File: src/rtl/hd44780_sink_if.sv
// Strobe/bus bundle between an HD44780-style LCD controller (master) and the sink model (slave).
interface hd44780_sink_if;
    logic       e;
    logic       rs;
    logic [3:0] db;
    logic       busy;
    logic       byte_valid;
    logic       byte_rs;
    logic [7:0] byte_data;
    logic       violation;

    modport master (
        output e, rs, db,
        input  busy, byte_valid, byte_rs, byte_data, violation
    );

    modport slave (
        input  e, rs, db,
        output busy, byte_valid, byte_rs, byte_data, violation
    );
endinterface

File: src/rtl/hd44780_sink.sv
// HD44780 LCD sink: decodes strobed nibbles/bytes, models busy timing, DDRAM and address counter.
// Optional CGRAM storage and read port are enabled with `define HD44780_SINK_CGRAM_EN.
module hd44780_sink #(
    parameter int CMD_BUSY_CYCLES   = 20,
    parameter int CLEAR_BUSY_CYCLES = 410
) (
    input  logic       clk,
    input  logic       rst,
    hd44780_sink_if.slave bus,
    input  logic [6:0] raddr,
    output logic [7:0] rdata,
    output logic [6:0] ac,
    output logic       four_bit,
    output logic       two_line,
    output logic       disp_on,
    output logic       cursor_on,
    output logic       blink,
    output logic       entry_id,
    output logic       entry_s
`ifdef HD44780_SINK_CGRAM_EN
    ,
    input  logic [5:0] cg_raddr,
    output logic [7:0] cg_rdata
`endif
);

    localparam int CLR_CYCLES = (CLEAR_BUSY_CYCLES > 128) ? CLEAR_BUSY_CYCLES : 128;

    logic       e_r;
    logic       phase_lo_r;
    logic [3:0] hi_r;
    logic       busy_r;
    logic [15:0] busy_cnt_r;
    logic       byte_valid_r;
    logic       byte_rs_r;
    logic [7:0] byte_data_r;
    logic       violation_r;
    logic [6:0] ac_r;
    logic       cg_sel_r;
    logic [5:0] cg_addr_r;
    logic       four_bit_r;
    logic       two_line_r;
    logic       disp_on_r;
    logic       cursor_on_r;
    logic       blink_r;
    logic       entry_id_r;
    logic       entry_s_r;
    logic       clr_active_r;
    logic [6:0] clr_addr_r;
    logic [7:0] rdata_r;
    logic [7:0] ddram [0:127];

    logic       strobe_s;
    logic       accept_s;
    logic [7:0] full_byte_s;
    logic [15:0] busy_load_s;
    logic       ddram_we_s;
    logic [6:0] ddram_waddr_s;
    logic [7:0] ddram_wdata_s;

    // Unmapped addresses fall through to plain +/-1 mod 128.
    function automatic logic [6:0] step_addr(input logic [6:0] a, input logic inc, input logic two);
        logic [6:0] r;
        if (two) begin
            if (inc) begin
                if (a == 7'h27)      r = 7'h40;
                else if (a == 7'h67) r = 7'h00;
                else                 r = a + 7'd1;
            end else begin
                if (a == 7'h00)      r = 7'h67;
                else if (a == 7'h40) r = 7'h27;
                else                 r = a - 7'd1;
            end
        end else begin
            if (inc) begin
                if (a == 7'h4F)      r = 7'h00;
                else                 r = a + 7'd1;
            end else begin
                if (a == 7'h00)      r = 7'h4F;
                else                 r = a - 7'd1;
            end
        end
        return r;
    endfunction

    // Strobe detection, byte assembly and busy duration selection.
    always_comb begin
        strobe_s    = e_r & ~bus.e;
        accept_s    = strobe_s & ~busy_r & (~four_bit_r | phase_lo_r);
        full_byte_s = four_bit_r ? {hi_r, bus.db} : {bus.db, 4'h0};
        busy_load_s = 16'(CMD_BUSY_CYCLES);
        if (!bus.rs) begin
            if (full_byte_s == 8'h01) begin
                busy_load_s = 16'(CLR_CYCLES);
            end else if (full_byte_s[7:1] == 7'h01) begin
                busy_load_s = 16'(CLEAR_BUSY_CYCLES);
            end else begin
                busy_load_s = 16'(CMD_BUSY_CYCLES);
            end
        end else begin
            busy_load_s = 16'(CMD_BUSY_CYCLES);
        end
    end

    // Reset gates the write so an in-flight Clear stops without touching the current address.
    always_comb begin
        ddram_we_s    = rst & (clr_active_r | (accept_s & bus.rs & ~cg_sel_r));
        ddram_waddr_s = clr_active_r ? clr_addr_r : ac_r;
        ddram_wdata_s = clr_active_r ? 8'h20 : full_byte_s;
    end

    // Control state: nibble phase, busy timer, mode bits, address counters and Clear engine.
    always_ff @(posedge clk) begin
        if (!rst) begin
            e_r          <= 1'b0;
            phase_lo_r   <= 1'b0;
            hi_r         <= 4'h0;
            busy_r       <= 1'b0;
            busy_cnt_r   <= 16'd0;
            byte_valid_r <= 1'b0;
            byte_rs_r    <= 1'b0;
            byte_data_r  <= 8'h00;
            violation_r  <= 1'b0;
            ac_r         <= 7'h00;
            cg_sel_r     <= 1'b0;
            cg_addr_r    <= 6'h00;
            four_bit_r   <= 1'b0;
            two_line_r   <= 1'b0;
            disp_on_r    <= 1'b0;
            cursor_on_r  <= 1'b0;
            blink_r      <= 1'b0;
            entry_id_r   <= 1'b1;
            entry_s_r    <= 1'b0;
            clr_active_r <= 1'b0;
            clr_addr_r   <= 7'h00;
        end else begin
            e_r          <= bus.e;
            byte_valid_r <= 1'b0;
            violation_r  <= 1'b0;
            if (clr_active_r) begin
                clr_addr_r <= clr_addr_r + 7'd1;
                if (clr_addr_r == 7'h7F) begin
                    clr_active_r <= 1'b0;
                end
            end
            if (busy_r) begin
                busy_cnt_r <= busy_cnt_r - 16'd1;
                if (busy_cnt_r <= 16'd1) begin
                    busy_r <= 1'b0;
                end
            end
            if (strobe_s) begin
                if (busy_r) begin
                    violation_r <= 1'b1;
                end else if (four_bit_r && !phase_lo_r) begin
                    hi_r       <= bus.db;
                    phase_lo_r <= 1'b1;
                end else begin
                    phase_lo_r   <= 1'b0;
                    byte_valid_r <= 1'b1;
                    byte_rs_r    <= bus.rs;
                    byte_data_r  <= full_byte_s;
                    busy_r       <= 1'b1;
                    busy_cnt_r   <= busy_load_s;
                    if (bus.rs) begin
                        if (!cg_sel_r) begin
                            ac_r <= step_addr(ac_r, entry_id_r, two_line_r);
                        end else begin
                            cg_addr_r <= entry_id_r ? (cg_addr_r + 6'd1) : (cg_addr_r - 6'd1);
                        end
                    end else begin
                        casez (full_byte_s)
                            8'b1???????: begin
                                cg_sel_r <= 1'b0;
                                ac_r     <= full_byte_s[6:0];
                            end
                            8'b01??????: begin
                                cg_sel_r  <= 1'b1;
                                cg_addr_r <= full_byte_s[5:0];
                            end
                            8'b001?????: begin
                                four_bit_r <= ~full_byte_s[4];
                                two_line_r <= full_byte_s[3];
                            end
                            8'b0001????: begin
                                if (!full_byte_s[3]) begin
                                    ac_r <= step_addr(ac_r, full_byte_s[2], two_line_r);
                                end
                            end
                            8'b00001???: begin
                                disp_on_r   <= full_byte_s[2];
                                cursor_on_r <= full_byte_s[1];
                                blink_r     <= full_byte_s[0];
                            end
                            8'b000001??: begin
                                entry_id_r <= full_byte_s[1];
                                entry_s_r  <= full_byte_s[0];
                            end
                            8'b0000001?: begin
                                ac_r <= 7'h00;
                            end
                            8'b00000001: begin
                                ac_r         <= 7'h00;
                                entry_id_r   <= 1'b1;
                                clr_active_r <= 1'b1;
                                clr_addr_r   <= 7'h00;
                            end
                            default: begin
                            end
                        endcase
                    end
                end
            end
        end
    end

    // DDRAM storage and inspection read port; contents survive reset.
    always_ff @(posedge clk) begin
        if (ddram_we_s) begin
            ddram[ddram_waddr_s] <= ddram_wdata_s;
        end
        rdata_r <= ddram[raddr];
    end

`ifdef HD44780_SINK_CGRAM_EN
    logic [7:0] cgram [0:63];
    logic [7:0] cg_rdata_r;
    logic       cg_we_s;

    assign cg_we_s  = rst & accept_s & bus.rs & cg_sel_r;
    assign cg_rdata = cg_rdata_r;

    // CGRAM storage and inspection read port.
    always_ff @(posedge clk) begin
        if (cg_we_s) begin
            cgram[cg_addr_r] <= full_byte_s;
        end
        cg_rdata_r <= cgram[cg_raddr];
    end
`endif

    assign bus.busy       = busy_r;
    assign bus.byte_valid = byte_valid_r;
    assign bus.byte_rs    = byte_rs_r;
    assign bus.byte_data  = byte_data_r;
    assign bus.violation  = violation_r;
    assign rdata          = rdata_r;
    assign ac             = ac_r;
    assign four_bit       = four_bit_r;
    assign two_line       = two_line_r;
    assign disp_on        = disp_on_r;
    assign cursor_on      = cursor_on_r;
    assign blink          = blink_r;
    assign entry_id       = entry_id_r;
    assign entry_s        = entry_s_r;

endmodule

File: src/flat_wrapper.sv
// flat-port wrapper written by rule: the top's interface ports become plain ports
module hd44780_sink_flat 
#(
    parameter int CMD_BUSY_CYCLES   = 20,
    parameter int CLEAR_BUSY_CYCLES = 410
)
  (clk, rst, raddr, rdata, ac, four_bit, two_line, disp_on, cursor_on, blink, entry_id, entry_s, bus_e, bus_rs, bus_db, bus_busy, bus_byte_valid, bus_byte_rs, bus_byte_data, bus_violation);
  hd44780_sink_if bus_i ();
  input  logic clk;
  input  logic rst;
  input  logic [6:0] raddr;
  output logic [7:0] rdata;
  output logic [6:0] ac;
  output logic four_bit;
  output logic two_line;
  output logic disp_on;
  output logic cursor_on;
  output logic blink;
  output logic entry_id;
  output logic entry_s;
  input wire logic [$bits(bus_i.e)-1:0] bus_e;
  input wire logic [$bits(bus_i.rs)-1:0] bus_rs;
  input wire logic [$bits(bus_i.db)-1:0] bus_db;
  output wire logic [$bits(bus_i.busy)-1:0] bus_busy;
  output wire logic [$bits(bus_i.byte_valid)-1:0] bus_byte_valid;
  output wire logic [$bits(bus_i.byte_rs)-1:0] bus_byte_rs;
  output wire logic [$bits(bus_i.byte_data)-1:0] bus_byte_data;
  output wire logic [$bits(bus_i.violation)-1:0] bus_violation;
  assign bus_i.e = bus_e;
  assign bus_i.rs = bus_rs;
  assign bus_i.db = bus_db;
  assign bus_busy = bus_i.busy;
  assign bus_byte_valid = bus_i.byte_valid;
  assign bus_byte_rs = bus_i.byte_rs;
  assign bus_byte_data = bus_i.byte_data;
  assign bus_violation = bus_i.violation;
  hd44780_sink #(.CMD_BUSY_CYCLES(CMD_BUSY_CYCLES), .CLEAR_BUSY_CYCLES(CLEAR_BUSY_CYCLES)) u_core (.clk(clk), .rst(rst), .bus(bus_i), .raddr(raddr), .rdata(rdata), .ac(ac), .four_bit(four_bit), .two_line(two_line), .disp_on(disp_on), .cursor_on(cursor_on), .blink(blink), .entry_id(entry_id), .entry_s(entry_s));
endmodule
File: config.mk
export PLATFORM = sky130hd
export DESIGN_NAME = hd44780_sink_flat
export DESIGN_NICKNAME = d
export VERILOG_FILES = /design/src/rtl/hd44780_sink_if.sv /design/src/rtl/hd44780_sink.sv /design/src/flat_wrapper.sv
export SDC_FILE = /design/constraint.sdc
export NUM_CORES = 1
export LEC_CHECK = 0
export CAP_MARGIN = 20
export CORE_MARGIN = 2
export CORE_UTILIZATION = 62
export CTS_CLUSTER_SIZE = 20
export DETAILED_ROUTE_END_ITERATION = 16
export GPL_TIMING_DRIVEN = 1
export PLACE_DENSITY = 0.79
export REMOVE_ABC_BUFFERS = 1
export SYNTH_ARGS = -nofsm -noshare
export SYNTH_HDL_FRONTEND = slang
export SYNTH_SLANG_ARGS = --single-unit
File: constraint.sdc
create_clock -name clk -period 6.7 [get_ports clk]
set_clock_uncertainty 0.05 [all_clocks]
set_input_delay 2.01 -clock clk [delete_from_list [all_inputs] [get_ports clk]]
set_output_delay 2.01 -clock clk [all_outputs]
set_load 0.005 [all_outputs]
### Word-level counts from Yosys, hierarchy flattened

Memories as Yosys holds them, arrays and structs flattened. A register that Yosys moved wholly into a read port is not among the register bits.
Index checks and enable logic that the tools add are counted.

* $add $sub $neg: 4
* $mul: 0
* divide/modulo/power cells: 0
* magnitude comparators: 1
* equality and inequality tests: 14
* shift operators: 0
* muxes and demuxes: 51
* bitwise logic cells: 17
* reductions and logical operators: 18

Operators by type and width (number)
* two-way mux 7 bit: 22
* two-way mux 16 bit: 6
* equality test 7 bit (second input constant): 4
* AND reduction 5 bit: 5
* case mux 7 bit (3 select lines): 1
* two-way mux 1 bit: 17
* <= comparator 16 x 1 -> 1 bit (second input constant): 1
* two-way mux 8 bit: 2
* subtractor 16 x 1 -> 16 bit (second input constant): 1
* adder 7 x 1 -> 7 bit (second input constant): 2
* two-way mux 9 bit: 1
* inverter 1 bit: 9
* equality test 8 x 1 -> 1 bit (second input constant): 1
* equality test 7 x 1 -> 1 bit (second input constant): 1
* equality test 7 x 6 -> 1 bit (second input constant): 1
* zero test 7 bit: 1
* subtractor 7 x 1 -> 7 bit (second input constant): 1
* bitwise AND 1 bit: 6
* equality test 6 x 1 -> 1 bit (second input constant): 1
* AND reduction 3 bit: 2
* AND reduction 6 bit: 1
* equality test 5 x 1 -> 1 bit (second input constant): 1
* equality test 4 x 1 -> 1 bit (second input constant): 1
* case mux 1 bit (2 select lines): 2
* other kinds (12): 15

* register bits: 57
* bits in latches: 0
* memory bits (writable): 1024
* memory bits (read-only): 0
* bits of input ports: 15
* output and inout bits: 34
* word-level logic and storage cells: 126
* memories kept: 1

Memory list
* u_core.ddram: words 128, bits a word 8, rd ports 1, clocked after Yosys merged registers in 1, write ports 1, RTL line hd44780_sink.sv:51 `logic [7:0] ddram [0:127];`

### Depth between registers and ports, before layout

* depth in word-level cells: 10
* mapped depth: 10
* gate-level depth less buffers: 8

### Worst setup path before layout

No wires, ideal clock.

* path kind: input to register
* start: input bus_db[1]
* end: memory u_core.ddram[0][1] (data pin)
* setup time: 826 ps
* arrival time: 5356 ps
* data required time: 5824 ps
* slack: 468 ps
* stages: 2
* buffers on the path: 0
* path through: and2_1 > nor2b_1

* longest elaborated chain between the ends: 2

RTL lines
* start, declared: RTL line flat_wrapper.sv:23 `input wire logic [$bits(bus_i.db)-1:0] bus_db;`
* two-way mux 8 bit: RTL line hd44780_sink.sv:90 `full_byte_s = four_bit_r ? {hi_r, bus.db} : {bus.db, 4'h0};`
* two-way mux 8 bit: RTL line hd44780_sink.sv:109 `ddram_wdata_s = clr_active_r ? 8'h20 : full_byte_s;`
* named net u_core.ddram_wdata_s[1]: RTL line hd44780_sink.sv:59 `logic [7:0] ddram_wdata_s;`
* end, declared: RTL line hd44780_sink.sv:51

The timed path passes the listed nets, and every way through them passes these cells.

### Final worst setup path

* start: input bus_e
* end: memory u_core.ddram[69][1] (enable)

* longest elaborated chain between the ends: 10

RTL lines
* start, declared: RTL line flat_wrapper.sv:21 `input wire logic [$bits(bus_i.e)-1:0] bus_e;`
* inverter 1 bit: RTL line hd44780_sink.sv:88 `strobe_s = e_r & ~bus.e;`
* bitwise AND 1 bit: RTL line hd44780_sink.sv:88
* bitwise AND 1 bit (2 in series): RTL line hd44780_sink.sv:89 `accept_s = strobe_s & ~busy_r & (~four_bit_r | phase_lo_r);`
* bitwise AND 1 bit (2 in series): RTL line hd44780_sink.sv:107 `ddram_we_s = rst & (clr_active_r | (accept_s & bus.rs & ~cg_sel_r));`
* bitwise OR 1 bit: RTL line hd44780_sink.sv:107
* bitwise AND 1 bit: RTL line hd44780_sink.sv:107
* two-way mux 1 bit: RTL line hd44780_sink.sv:219 `if (ddram_we_s) begin`
* two-way mux 1 bit (not written as such): RTL line hd44780_sink.sv:220 `ddram[ddram_waddr_s] <= ddram_wdata_s;`

No other way between the ends.

==> results.cfg <==
[timing]
worstMarginPinSlew_ns = 1.16
setup_viol = 0
slew_violations = 0
fin_crit_ns = 5.12
hold_ws_ns = 0.423
tns_ns = 0
relSlewSlack_pct = 21.7
timing.final.crit_share_pct = 76.4
fmaxAchievable_ghz = 0.195
rsz0062_at_grt = false
hold_viol = 0

[critical_path]
cp.required_ns = 6.95
critPathCaptureType = flop
worst_ep_arrival_time_ns = 5.38
start_kind = input pin
worst-path-max-fanout = 20
crit_type = input pin to flop

[cells_and_area]
fillers = 4298
nNetsFinal = 2495
area_growth_pct = 11.1
antenna_cells = 0
drive_above_1_share_pct = 16.3

[grt]
grt_max_degree = 129
grt.overflow.total = 0
antenna_found_initial = 1
grt_use_total_pct = 29.6
grt_pass1_wl_um = 158000
grt_pass1_vias = 23600

[yosys]
yosysTopAreaCell = edfxtp_1
ys_seq_area_share_pct = 73.5
ys_top_cells_by_area = edfxtp_1 70%, mux4_2 9.4%, mux2i_1 5.0%
ys_types = 67
synth_top_area_share_pct = 70.5
netlist_top_cells_count = 1,024 x edfxtp_1, 220 x mux2i_1, 198 x nor2_1
netlist_instances = 2412
yosysWarnings = 0
avgSynthCellArea_um2 = 18.1
async_flop_share_pct = 0
synth_edf_count = 1024
synth_most_common_cell = edfxtp_1
synth_ff_type = edfxtp_1
syn-cell-area_um2 = 43600
synth_seq_cells = 1089

[power]
power.leakage_nw = 16.7
powerDensity_nw_per_um2 = 285
vdd_drop_max_mv = 0.325

[drt]
viasPerCell = 6.81
drt_iter0_drc = 3168
ant_nets = 0
wl_um = 107000
first_pass_iters = 6
vias = 23900
route.detailed.wl_per_inst_um = 30.6
drc_errors = 0

[clocking]
ctsResizeCount = 0
htreeDepth = 3
clock-sinks = 1089
cts.path.max_buffers = 3
root_buffer = clkbuf_16
hold_buffers = 0
cts_tree = yes
path_clk_slew_ns = 0.06
post_cts_buffers = 0
cts_buffers = 102
clkLatencyLatePin_ns = 0.68

[die]
ios = 49
core_area_um2 = 69900
initial_core_util_pct = 62.4
rows = 97
fp.dieW_um = 269
die_h_um = 269
die_area_um2 = 72500

[status]
status = complete, no violations

[flow_run]
max_cap_violations = 0

[placement]
port_buffers = 48
dp_hpwl_um = 64400
finalWeightedCongestion = 1.01

[worst_hold_path]
hold_path_class = flop to flop
kinds of logic after synthesis:
family	synth area share [%]
buffers and inverters	2.03
XOR/XNOR	0.562
adder cells (fa/ha/maj)	0.143
AO/OA/AOI/OAI	4.62
AND/OR/NAND/NOR	4.55
flip-flops	73.5
multiplexers	14.6
layout make-up:
type,instances,area (µm²),area share (%)
Timing Repair Buffer,99,1060,2.18
Sequential cell,1089,32100,66.1
Inverter,15,56.3,0.116
Tap cell,940,1180,2.43
Clock inverter,61,701,1.45
Clock buffer,129,2670,5.52
Multi-Input combinational cell,1168,10800,22.2
worst paths after layout:
check,from,end,slack [ns],cells after the start
hold / removal,u_core.bus.byte_data[2],u_core.bus.byte_data[2],0.42,2
hold reg to reg,u_core.bus.byte_data[2],u_core.bus.byte_data[2],0.42,2
setup reg to reg,u_core.bus.busy,u_core.ddram[69][1],2.90,8
setup / recovery,bus_e,u_core.ddram[69][1],1.58,9
state kept, by name, summed over array words and instances, names as in the netlist, 4 cells and up:
name / count
u_core.busy_cnt_r: 16
u_core.bus.byte_data: 8
u_core.clr_addr_r: 7
u_core.ac: 7
u_core.rdata: 8
u_core.ddram: 1024
u_core.hi_r: 4
critical path, cell delays in order:
cell	delay, ns
clkdlybuf4s50_1	0.47
nor3b_4	0.36
nand2_1	0.10
buf_4	0.21
or4_1	0.48
a21oi_1	0.45
nand2_1	0.33
buf_4	0.35
nor2_1	0.60
report_power, final:
group / internal, mW / leakage [nW] / total, mW / switching (mW)
Sequential: 7.40 / 11.0 / 7.43 / 0.0290
Combinational: 0.227 / 4.07 / 0.604 / 0.377
Clock: 3.28 / 1.63 / 5.81 / 2.52
Total: 10.9 / 16.7 / 13.8 / 2.93
per-layer routing:
layer | routed length [µm] | global-route usage [%]
met4 | 4470 | 12.4
met1 | 40000 | 41.3
met3 | 12000 | 6.22
met5 | 13 | 0
met2 | 50600 | 46.3
cells in the final DEF, fill, tap and decap left out, types with 17 or more instances in the layout:
cell / Yosys / final
clkbuf_16: 0 / 102
nor3_1: 33 / 33
mux2i_1: 220 / 220
buf_4: 21 / 37
clkdlybuf4s50_1: 0 / 44
o21ai_0: 30 / 30
dfxtp_1: 65 / 64
a21oi_1: 43 / 43
clkbuf_1: 56 / 25
nor2_1: 198 / 191
a31oi_1: 36 / 36
mux4_2: 182 / 182
a211oi_1: 24 / 24
nand3_1: 28 / 28
edfxtp_1: 1024 / 1024
clkinv_1: 0 / 17
a22oi_1: 98 / 98
nand2_1: 90 / 90
through the flow:
step                power (mW)  cell area, µm²  util, %  instances  setup slack (ns)
global placement          8.15           45000     64.4       3308             0.999
CTS                       13.9           48400     69.3       3498              1.63
floorplan                 7.86           42800        -       2272             0.468
finish                    13.8           48500     69.3       3501              1.58
detailed placement        8.16           45000     64.4       3308             0.931
global route              14.2           48500     69.3       3501              1.41
Note: power is estimated with default switching activity, not from simulation.
